<file path="src/rtl/fir_mac_scheduler.sv">
// Time-multiplexed FIR: one shared 4x4 signed Baugh-Wooley multiplier walks all taps,
// one MAC per cycle, and hands the sum downstream over valid/ready.

module baugh_mult (
    input  logic [3:0] a,
    input  logic [3:0] b,
    output logic [7:0] p
);
    // Sign-bit cross terms are complemented; the -112 they owe folds into the 8'h90 seed.
    always_comb begin
        p = 8'h90;
        for (int i = 0; i < 3; i++) begin
            for (int j = 0; j < 3; j++) begin
                p = p + (((a[i] & b[j]) ? 8'd1 : 8'd0) << (i + j));
            end
        end
        p = p + (((a[3] & b[3]) ? 8'd1 : 8'd0) << 6);
        for (int j = 0; j < 3; j++) begin
            p = p + (((a[3] & b[j]) ? 8'd0 : 8'd1) << (3 + j));
        end
        for (int i = 0; i < 3; i++) begin
            p = p + (((a[i] & b[3]) ? 8'd0 : 8'd1) << (3 + i));
        end
    end
endmodule

module fir_mac_scheduler #(
    parameter int TAPS  = 4,
    parameter int ACC_W = 8 + $clog2(TAPS)
) (
    input  logic                    clk,
    input  logic                    rst_n,
    input  logic                    coef_we,
    input  logic [$clog2(TAPS)-1:0] coef_addr,
    input  logic [3:0]              coef_data,
    input  logic                    in_valid,
    output logic                    in_ready,
    input  logic [3:0]              din,
    output logic                    out_valid,
    input  logic                    out_ready,
    output logic [ACC_W-1:0]        dout,
    output logic                    busy
);
    localparam int IDX_W = $clog2(TAPS);

    localparam logic [1:0] S_IDLE = 2'd0;
    localparam logic [1:0] S_MAC  = 2'd1;
    localparam logic [1:0] S_OUT  = 2'd2;

    logic [1:0]       state_q, state_d;
    logic [IDX_W-1:0] idx_q, idx_d;
    logic [ACC_W-1:0] acc_q, acc_d;
    logic [ACC_W-1:0] dout_q, dout_d;
    logic             out_valid_q, out_valid_d;
    logic [3:0]       x_q [TAPS];
    logic [3:0]       x_d [TAPS];
    logic [3:0]       c_q [TAPS];
    logic [3:0]       c_d [TAPS];

    logic [7:0]       prod;
    logic [ACC_W-1:0] prod_ext;
    logic [ACC_W-1:0] sum;

    baugh_mult u_mult (
        .a (x_q[idx_q]),
        .b (c_q[idx_q]),
        .p (prod)
    );

    assign prod_ext  = {{(ACC_W-8){prod[7]}}, prod};
    assign sum       = acc_q + prod_ext;
    assign in_ready  = (state_q == S_IDLE) && rst_n;
    assign busy      = (state_q != S_IDLE) && rst_n;
    assign out_valid = out_valid_q;
    assign dout      = dout_q;

    always_comb begin
        state_d     = state_q;
        idx_d       = idx_q;
        acc_d       = acc_q;
        dout_d      = dout_q;
        out_valid_d = out_valid_q;
        x_d         = x_q;
        c_d         = c_q;
        case (state_q)
            S_IDLE: begin
                // Coefficients only change between computations so a result never mixes sets.
                if (coef_we && ({1'b0, coef_addr} < (IDX_W+1)'(TAPS))) begin
                    c_d[coef_addr] = coef_data;
                end
                if (in_valid) begin
                    x_d[0] = din;
                    for (int k = 1; k < TAPS; k++) begin
                        x_d[k] = x_q[k-1];
                    end
                    acc_d   = '0;
                    idx_d   = '0;
                    state_d = S_MAC;
                end
            end
            S_MAC: begin
                acc_d = sum;
                if (idx_q == IDX_W'(TAPS - 1)) begin
                    dout_d      = sum;
                    out_valid_d = 1'b1;
                    state_d     = S_OUT;
                end else begin
                    idx_d = idx_q + 1'b1;
                end
            end
            S_OUT: begin
                if (out_ready) begin
                    out_valid_d = 1'b0;
                    state_d     = S_IDLE;
                end
            end
            default: state_d = S_IDLE;
        endcase
    end

    always_ff @(posedge clk) begin
        if (!rst_n) begin
            state_q     <= S_IDLE;
            idx_q       <= '0;
            acc_q       <= '0;
            dout_q      <= '0;
            out_valid_q <= 1'b0;
            for (int k = 0; k < TAPS; k++) begin
                x_q[k] <= '0;
                c_q[k] <= '0;
            end
        end else begin
            state_q     <= state_d;
            idx_q       <= idx_d;
            acc_q       <= acc_d;
            dout_q      <= dout_d;
            out_valid_q <= out_valid_d;
            x_q         <= x_d;
            c_q         <= c_d;
        end
    end
endmodule

</file>
<file path="config.mk">
export PLATFORM = sky130hd
export DESIGN_NAME = fir_mac_scheduler
export DESIGN_NICKNAME = d
export VERILOG_FILES = /design/src/rtl/fir_mac_scheduler.sv
export SDC_FILE = /design/constraint.sdc
export NUM_CORES = 1
export LEC_CHECK = 0
export CAP_MARGIN = 20
export CORE_UTILIZATION = 35
export CTS_CLUSTER_DIAMETER = 150
export DETAILED_ROUTE_END_ITERATION = 6
export HOLD_SLACK_MARGIN = 0.03
export SLEW_MARGIN = 10
export SYNTH_ARGS = -nofsm -noshare
export SYNTH_HDL_FRONTEND = slang
export SYNTH_HIERARCHICAL = 1
export SYNTH_SLANG_ARGS = --single-unit
</file>
<file path="constraint.sdc">
create_clock -name clk -period 12 [get_ports clk]
set_input_delay 2.4 -clock clk [delete_from_list [all_inputs] [get_ports clk]]
set_output_delay 2.4 -clock clk [all_outputs]
set_load 0.05 [all_outputs]
</file>
; ---- Yosys cells after proc, flatten, opt, wreduce, memory -nomap -nowiden
; Cells that the tools add are included.
; Widths: inputs -> output; s select.
[classes]
n_reduce_logical = 14
bitwise = 18
n_mux = 37
eq_ne = 7
add_sub_neg = 18
order_cmp = 3
[op_table]
columns = cell, count
row1 = $add 8x8->8, 12
row2 = $mux 4, 5
row3 = $pmux 10 s2, 1
row4 = $mux 1, 18
row5 = $and 1x1->1, 16
row6 = $bmux 4 s2, 2
row7 = $bwmux 16, 1
row8 = $add 10x10->10, 1
row9 = $mux 10, 1
row10 = $mux 2, 5
row11 = $reduce_and 3->1, 3
row12 = $add 8x4->8, 1
row13 = $add 8x5->8, 1
row14 = $add 8x6->8, 1
row15 = $add 8x8->8 const A, 1
row16 = $demux 4 s2, 1
row17 = $ne 2x2->1 const B, 4
row18 = $reduce_and 2->1, 4
row19 = $ge 3x3->1 const B, 2
row20 = $not 2->3, 2
row21 = $pmux 2 s3, 1
row22 = $reduce_bool 2->1, 3
row23 = $eq 2x2->1 const B, 2
row24 = $pmux 2 s2, 1
row25 = 6 further kinds, 8
[word_totals]
inputBits = 15
out_inout_bits = 13
ff_bits = 57
word_cells = 110

; ---- Depth between registers and ports, before layout
; Gate-level depths: netlist of the first run.
[logic_depth]
depth_word = 24
mapped_depth = 18
depth_no_buf = 17

; ---- Cells and area by module
; Netlist of the first run, hierarchy kept.
[by_module_without_submodules]
columns = mod, area_each_um2, seq_area_each_um2, instances, cells_each
row1 = fir_mac_scheduler, 2909.0, 1141.1, 1, 310
row2 = baugh_mult, 382.9, 0.0, 1, 44

; ---- Worst setup path after synthesis of the first run
; OpenSTA, ideal clock, no wires.
[synth_timing]
kind = in2out
startpoint = input port rst_n
endpoint = output port busy
required_ns = 9.600
path_buffers = 2
slack_ns = 6.044
path_stages = 3
arrival_time_ns = 3.556
path_cell_list = clkbuf_1 -> buf_4 -> nor2b_1
[synth_between]
elab_chain_len = 1
[synth_rtl]
columns = item, line
row1 = start: declaration, 32  ; input logic rst_n,
row2 = $logic_and 1x1->1, 73  ; assign busy = (state_q != S_IDLE) && rst_n;
row3 = end: declaration, 42  ; output logic busy
; No other way between the ends.

; ---- Worst setup path after layout of the first run
[layout_timing]
startpoint = input port rst_n
endpoint = output port in_ready
[layout_between]
elab_chain_len = 1
[layout_rtl]
columns = item, line
row1 = $logic_and 1x1->1, 72  ; assign in_ready = (state_q == S_IDLE) && rst_n;
row2 = end: declaration, 37  ; output logic in_ready,
; No other way between the ends.

==> Flow_metrics.wiki, run 1 <==
{| class="wikitable"
! Metric !! Value
|-
| Worst-Skew Late Latency || about 340 ps
|-
| Endpoint of the worst hold-timing path || dout[2]$_SDFFE_PN0P_
|-
| Cell Count Post-Placement || 476
|-
| Post-placement cell area || between 3000 and 4000 um2
|-
| Buffer count from post-CTS setup fixing || 0
|-
| Die outline area || 9800 um2
|-
| Result of the run || complete, no violations
|-
| Area of the placeable core || 9200 um2
|-
| Number of pins exceeding their max-slew limit in the final report || 0
|-
| IO buf count || 27
|-
| Pleak || 1.45 nW
|-
| Detailed-route via count || 2492
|-
| P_sw || 0.110 mW
|-
| Sequential power share || 47.1%
|-
| Total overflow reported by the global router || 0
|-
| CP Cell Sequence || buf_2 -> buf_4 -> and2_1 -> clkdlybuf4s50_1
|-
| Die outline height || 99.0 um
|-
| Critical Path Source Type || primary input
|-
| Max Cap Violations || 0
|-
| Max Fanout on Critical Path || 67
|-
| Share of flip-flops with an asynchronous set or reset || 0%
|-
| Sw frac || 26.1%
|-
| Nature of the critical path endpoint || primary output
|-
| Site row count || 35
|-
| Area share of the leading cell type in the synthesized netlist || about a third
|-
| Reg2reg start || idx_q[0]$_SDFFE_PN0P_
|-
| Fraction of power consumed by combinational cells || between 10% and 20%
|-
| Most frequent standard cell in the layout excluding fill and tap cells || sky130_fd_sc_hd__nand2_1
|-
| Min-Delay Path Depth || 2
|-
| Cell internal pwr || 0.310 mW
|-
| Post-synth top area cell || sky130_fd_sc_hd__dfxtp_1
|-
| Number of buffers inserted during clock tree synthesis || 9
|-
| Sum Neg Setup Slack || 0 ps
|-
| Die W || 99.0 um
|-
| Detail-routed net length per standard cell || 13.2 um
|-
| Capturing point of the worst reg2reg path || acc_q[9]$_SDFFE_PN0P_
|-
| Netlist cell types || 50
|-
| Hold Buf Count CTS || 0
|-
| Number of cells produced by synthesis || 354
|-
| Internal reg-to-reg setup slack || 6350 ps
|-
| Arrival time of the worst setup path || 3970 ps
|-
| Post-layout net count || 417
|-
| Peak VDD IR || 55.4 uV
|-
| # clock sinks || 57
|-
| Initial antenna violation count || 0
|-
| CTS H-Tree Depth || 3
|-
| Netlist area before placement || 3290 um2
|-
| Number of synthesized register bits || 57
|-
| Syn Nets || just under 400
|-
| Start point of the worst hold path || dout[2]$_SDFFE_PN0P_
|-
| CP Buf/Inv Count || 3
|-
| Number of resized instances in the post-cts repair step || 0
|-
| Longest Clk Path Bufs || 2
|-
| Count of routing violations after the opening detailed-route iteration || roughly 90
|-
| Wire length of the first global-routing pass || 11.0 mm
|-
| Layout Cells excl Fill || 492
|-
| Pin count of the biggest net entering global routing || between 60 and 70
|-
| Register clock-pin slew on the reported worst setup and hold paths || 60 ps
|-
| RSZ-0062 raised after global routing || no
|-
| Number of flops mapped to enable cells by yosys || 0
|-
| Post-detail-place hpwl || ~4.7 mm
|-
| Proportion of synthesized chip area in sequential cells || 34.7%
|-
| Slowest library cell on the worst path || sky130_fd_sc_hd__clkdlybuf4s50_1
|-
| Vias per Instance || 5.07
|-
| Delay of the slowest critical-path stage || 800 ps
|-
| Worst slew slack as a fraction of its limit || 42.2%
|-
| Via count of the first global-routing pass || approximately 2400
|-
| Measured slew at the worst slew-check pin || 865 ps
|-
| Final ANT Viol Nets || 0
|-
| Routability-driven placement congestion ratio || about 0.83
|-
| Top FF cell, synth || sky130_fd_sc_hd__dfxtp_1
|-
| Clock tree from TritonCTS || yes
|-
| Final setup skew || 5.35 ps
|-
| Proportion of power drawn by the clock network || 41.6%
|-
| Initial cell density of the core || between 30% and 40%
|-
| Growth of design area from synthesis to finish || 15.2%
|-
| Design Area, Final || roughly 3800 um2
|-
| Sum of routed wire length over all layers || 6.51 mm
|-
| Classification of the worst-slack hold path || flop to flop
|-
| Top-Level Pins || 28
|-
| Number of antenna repair diodes || 0
|-
| Mean cell area of the mapped netlist || 9.30 um2
|-
| Detailed Routing Iterations Pass 1 || 4
|-
| Total power density per cell area || 111 nW/um2
|-
| Share of cells above drive strength 1 || 9.19%
|-
| Cell depth of the worst flop-to-flop path || 16
|-
| Fin crit period || between 6000 and 7000 ps
|-
| Final Cycle Share || between 50% and 60%
|-
| CP required || 9600 ps
|-
| Yosys warns || 6
|-
| Most used cells in the layout excluding fill and tap cells || sky130_fd_sc_hd__nand2_1, sky130_fd_sc_hd__dfxtp_1, sky130_fd_sc_hd__a21boi_0, sky130_fd_sc_hd__clkdlybuf4s50_1
|-
| Class of the most critical setup path || primary input to primary output
|-
| Final hold violation count || 0
|-
| Finish-stage setup viols || 0
|-
| Achievable clock frequency || 0.157 GHz
|-
| DR DRC count || 0
|-
| Cell family contributing the most delay on the critical path || buffers and inverters
|-
| CTS Root Buffer Type || sky130_fd_sc_hd__clkbuf_8
|-
| Top area cells in the synthesized netlist || sky130_fd_sc_hd__dfxtp_1, sky130_fd_sc_hd__ha_1, sky130_fd_sc_hd__nand2_1
|-
| Total routing usage reported by global routing || ~14%
|}
[synth_stat cells (2+ instances only)]
cell type,number
sky130_fd_sc_hd__nand2_1,64
sky130_fd_sc_hd__dfxtp_1,57
sky130_fd_sc_hd__a21boi_0,27
sky130_fd_sc_hd__ha_1,20
sky130_fd_sc_hd__nor2b_1,20
sky130_fd_sc_hd__mux2i_1,18
sky130_fd_sc_hd__nand3_1,14
sky130_fd_sc_hd__and2_1,12
sky130_fd_sc_hd__inv_1,12
sky130_fd_sc_hd__nor2_1,11
sky130_fd_sc_hd__a21oi_1,10
sky130_fd_sc_hd__clkbuf_1,9
sky130_fd_sc_hd__mux4_2,8
sky130_fd_sc_hd__o21ai_0,8
sky130_fd_sc_hd__a21o_1,6
sky130_fd_sc_hd__fa_1,6
sky130_fd_sc_hd__nand4_1,4
sky130_fd_sc_hd__xnor2_1,4
sky130_fd_sc_hd__xor2_1,4
sky130_fd_sc_hd__nand2b_1,3
sky130_fd_sc_hd__nor3_1,3
sky130_fd_sc_hd__a2111o_1,2
sky130_fd_sc_hd__a21oi_2,2
sky130_fd_sc_hd__buf_2,2
sky130_fd_sc_hd__buf_6,2
sky130_fd_sc_hd__o21a_1,2
[kinds of logic (layout without fill, tap and decap cells)]
kind of cell	Yosys count	in the layout	synth area share, %
AOI/OAI and AO/OA	69	69	15.5
and+or+nand+nor	138	138	20.3
buffers and inverters	29	56	4.41
adders and majority gates	26	26	11.3
muxes	26	26	10.9
xor gates and xnor gates	9	9	2.85
DFF	57	57	34.7
[metrics by stage]
step | hold slack, ps | util, % | worst slack [ps] | total power [mW]
finish | 461 | 41.2 | 5630 | 0.420
global route | 499 | 41.2 | 5540 | 0.440
CTS | 468 | 41.2 | 5630 | 0.424
detailed placement | 459 | 39.2 | 5640 | 0.250
global placement | 447 | 39.2 | 5650 | 0.249
floorplan | 440 | - | 6040 | 0.236
[power groups by stage]
stage	clock network, mW	logic (mW)	registers [mW]
after floorplan	0	0.0360	0.200
after detailed placement	0	0.0475	0.202
after CTS	0.178	0.0477	0.198
after global placement	0	0.0466	0.202
after global routing	0.189	0.0520	0.199
final	0.175	0.0471	0.198
[how the worst max path moves through the flow]
stage | from | endpoint | slack, ps | cells after the start
detailed placement | rst_n | in_ready | 5640 | 4
global placement | rst_n | in_ready | 5650 | 4
floorplan | rst_n | busy | 6040 | 3
global route | rst_n | busy | 5540 | 4
finish | rst_n | in_ready | 5630 | 4
CTS | rst_n | busy | 5630 | 4
[tightest hold or removal path: cells and delay by family, from the launching register on]
family           cells  cell delay (ps)
flip-flops           1              310
AO/OA/AOI/OAI        1               60
AND/OR/NAND/NOR      1               40
[per-layer routing]
layer / vias up / GRT usage, % / part of all wire, %
met3: 15 / 2.91 / 2.9
li1: 1267 / - / -
met2: 39 / 23.0 / 46
met4: 0 / 9.18 / 3.2
met5: - / 0 / 0
met1: 1171 / 17.8 / 47
[layout make-up]
type,instances,area [um2]
multi-input cells,268,2010
clock buffers,11,131
repair buffers,28,273
clock inverters,5,56.3
fillers,946,5410
well taps,111,139
flip-flops and latches,57,1140
inverters,12,45.0
[sequential cells by signal, summed over array words and instances, names as in the netlist]
name and cells:
c_q 16, x_q 16, acc_q 10, dout 10, idx_q 2, state_q 2, out_valid 1
(Power assumes the default switching activity.)
==> inputs of run 2 (changes only) <==
==> constraint.sdc (replaced) <==
create_clock -name clk -period 6.35 [get_ports clk]
set_input_delay 1.27 -clock clk [delete_from_list [all_inputs] [get_ports clk]]
set_output_delay 1.27 -clock clk [all_outputs]
set_load 0.05 [all_outputs]
==> run 2 against run 1 <==
Net effect: clock skew rose by 1.8 ps; critical path type is now flop to flop; largest power group unchanged; total power rose by 91%; critical endpoint is now acc_q[9]$_SDFFE_PN0P_; worst setup slack got worse by 5000 ps; combinational power rose by 89%.
==> Flow_metrics.wiki, run 2 (synthesis results as in run 1) <==
{| class="wikitable"
! Metric !! Value
|-
| Result of the run || complete, no violations
|-
| Detailed Routing Iterations Pass 1 || 4
|-
| Capturing point of the worst reg2reg path || acc_q[9]$_SDFFE_PN0P_
|-
| Count of routing violations after the opening detailed-route iteration || 74
|-
| Most frequent standard cell in the layout excluding fill and tap cells || sky130_fd_sc_hd__nand2_1
|-
| Start point of the worst hold path || dout[5]$_SDFFE_PN0P_
|-
| Max Cap Violations || 0
|-
| CP required || 6560 ps
|-
| Total power density per cell area || 211 nW/um2
|-
| Cell Count Post-Placement || 476
|-
| Detailed-route via count || 2492
|-
| Fin crit period || 5720 ps
|-
| Initial cell density of the core || about 36%
|-
| Nature of the critical path endpoint || flop
|-
| Initial antenna violation count || 0
|-
| Post-detail-place hpwl || ~5 mm
|-
| Worst slack at placement || 660 ps
|-
| Wire length of the first global-routing pass || 11.5 mm
|-
| Die W || 99.0 um
|-
| IO buf count || 27
|-
| Peak VDD IR || 117 uV
|-
| Met2 usage || approximately a quarter
|-
| Class of the most critical setup path || flop to flop
|-
| Vias per Instance || ~5.1
|-
| Utilization after layout || 41.3%
|-
| Total routing usage reported by global routing || 15.3%
|-
| Detail-routed net length per standard cell || roughly 14 um
|-
| Internal reg-to-reg setup slack || between 600 and 700 ps
|-
| Min Hold Slack || 462 ps
|-
| Top-Level Pins || 28
|-
| Buffer count from post-CTS setup fixing || 0
|-
| Sum Neg Setup Slack || 0 ps
|-
| Post-layout net count || 417
|-
| Most used cells in the layout excluding fill and tap cells || sky130_fd_sc_hd__nand2_1, sky130_fd_sc_hd__dfxtp_1, sky130_fd_sc_hd__a21boi_0, sky130_fd_sc_hd__clkdlybuf4s50_1
|-
| Worst slew slack as a fraction of its limit || between 30% and 40%
|-
| Final-layout fill cell count || 915
|-
| Longest Clk Path Bufs || 2
|-
| Measured slew at the worst slew-check pin || 915 ps
|-
| Achievable clock frequency || ~0.17 GHz
|-
| Arrival time of the worst setup path || 5930 ps
|-
| Classification of the worst-slack hold path || flop to flop
|-
| Final ANT Viol Nets || 0
|-
| Final hold violation count || 0
|-
| Routability-driven placement congestion ratio || 0.894
|-
| Sum of routed wire length over all layers || 6.77 mm
|-
| Growth of design area from synthesis to finish || 15.4%
|-
| Layout Cells excl Fill || 492
|-
| Total overflow reported by the global router || 0
|-
| Number of antenna repair diodes || 0
|-
| Area of the placeable core || 9200 um2
|-
| Design Area, Final || 3800 um2
|-
| Worst-Skew Late Latency || approximately 340 ps
|-
| Gr busiest metal || met2
|-
| Endpoint of the worst hold-timing path || dout[5]$_SDFFE_PN0P_
|-
| Via count of the first global-routing pass || 2388
|-
| Finish-stage setup viols || 0
|-
| Reg2reg start || idx_q[0]$_SDFFE_PN0P_
|-
| Pin count of the biggest net entering global routing || 68
|-
| RSZ-0062 raised after global routing || no
|-
| Min-Delay Path Depth || 2
|-
| Clock tree from TritonCTS || yes
|-
| Die outline height || 99.0 um
|-
| Share of cells above drive strength 1 || a little under a tenth
|-
| Site row count || 35
|-
| Number of pins exceeding their max-slew limit in the final report || 0
|-
| Number of buffers inserted during clock tree synthesis || 9
|-
| Final Cycle Share || 90.1%
|-
| Number of resized instances in the post-cts repair step || 0
|-
| CTS Root Buffer Type || sky130_fd_sc_hd__clkbuf_8
|-
| Least setup slack across all paths after layout || between 600 and 700 ps
|-
| Biggest regs || c_q: 16 flops, x_q: 16 flops
|-
| Grt met3 use || under 10%
|-
| Cell depth of the worst flop-to-flop path || 16
|-
| Hold Buf Count CTS || 0
|-
| # clock sinks || between 50 and 60
|-
| Max Fanout on Critical Path || 11
|-
| CTS H-Tree Depth || 3
|-
| DR DRC count || 0
|-
| Register clock-pin slew on the reported worst setup and hold paths || 70 ps
|-
| Pwr Total || about 0.80 mW
|-
| Final setup skew || 7.19 ps
|-
| Critical Path Source Type || flop
|-
| Post-placement cell area || 3600 um2
|-
| GRT met1 Usage || 19.3%
|-
| Pleak || 1.45 nW
|-
| Die outline area || 9800 um2
|}
==> run 2: worst max path at each step <==
stage	from	endpoint	slack, ps	cells after the start
detailed placement	idx_q[0]$_SDFFE_PN0P_	acc_q[9]$_SDFFE_PN0P_	660	16
finish	idx_q[0]$_SDFFE_PN0P_	acc_q[9]$_SDFFE_PN0P_	630	16
floorplan	idx_q[0]$_SDFFE_PN0P_	acc_q[9]$_SDFFE_PN0P_	1220	17
CTS	idx_q[0]$_SDFFE_PN0P_	acc_q[9]$_SDFFE_PN0P_	640	16
global route	idx_q[0]$_SDFFE_PN0P_	acc_q[9]$_SDFFE_PN0P_	320	16
global placement	idx_q[0]$_SDFFE_PN0P_	acc_q[9]$_SDFFE_PN0P_	850	16
==> run 2: cell type report <==
type	instances	area [um2]	area share, %
multi-input cells	268	2010	52.8
flip-flops and latches	57	1140	30.0
repair buffers	28	273	7.18
clock buffers	11	141	3.72
well taps	111	139	3.65
clock inverters	5	55.1	1.45
inverters	12	45.0	1.19
==> run 2: layer usage <==
| metal | vias to the layer above | part of all wire [%] |
|---|---|---|
| met5 | - | 0 |
| met4 | 0 | 2.2 |
| met3 | 13 | 3.9 |
| met2 | 44 | 47 |
| met1 | 1162 | 47 |
| li1 | 1273 | - |
==> run 2: report_power, final <==
group	internal (mW)	leakage, nW	switching, mW
sequential	0.366	0.461	0.00867
combinational	0.0402	0.898	0.0491
clock	0.190	0.0953	0.147
==> run 2: worst max-delay path, cell delays in order (launching register included) <==
cell and delay, ps:
sky130_fd_sc_hd__dfxtp_1 720, sky130_fd_sc_hd__mux4_2 640, sky130_fd_sc_hd__and2_1 210, sky130_fd_sc_hd__fa_1 500, sky130_fd_sc_hd__fa_1 490, sky130_fd_sc_hd__ha_1 250
sky130_fd_sc_hd__fa_1 420, sky130_fd_sc_hd__a21o_1 200, sky130_fd_sc_hd__a21oi_2 140, sky130_fd_sc_hd__xor2_1 480, sky130_fd_sc_hd__ha_1 400, sky130_fd_sc_hd__a21o_1 200
sky130_fd_sc_hd__a21o_1 210, sky130_fd_sc_hd__a21o_1 170, sky130_fd_sc_hd__a211oi_1 230, sky130_fd_sc_hd__o311ai_1 150, sky130_fd_sc_hd__mux2i_1 170
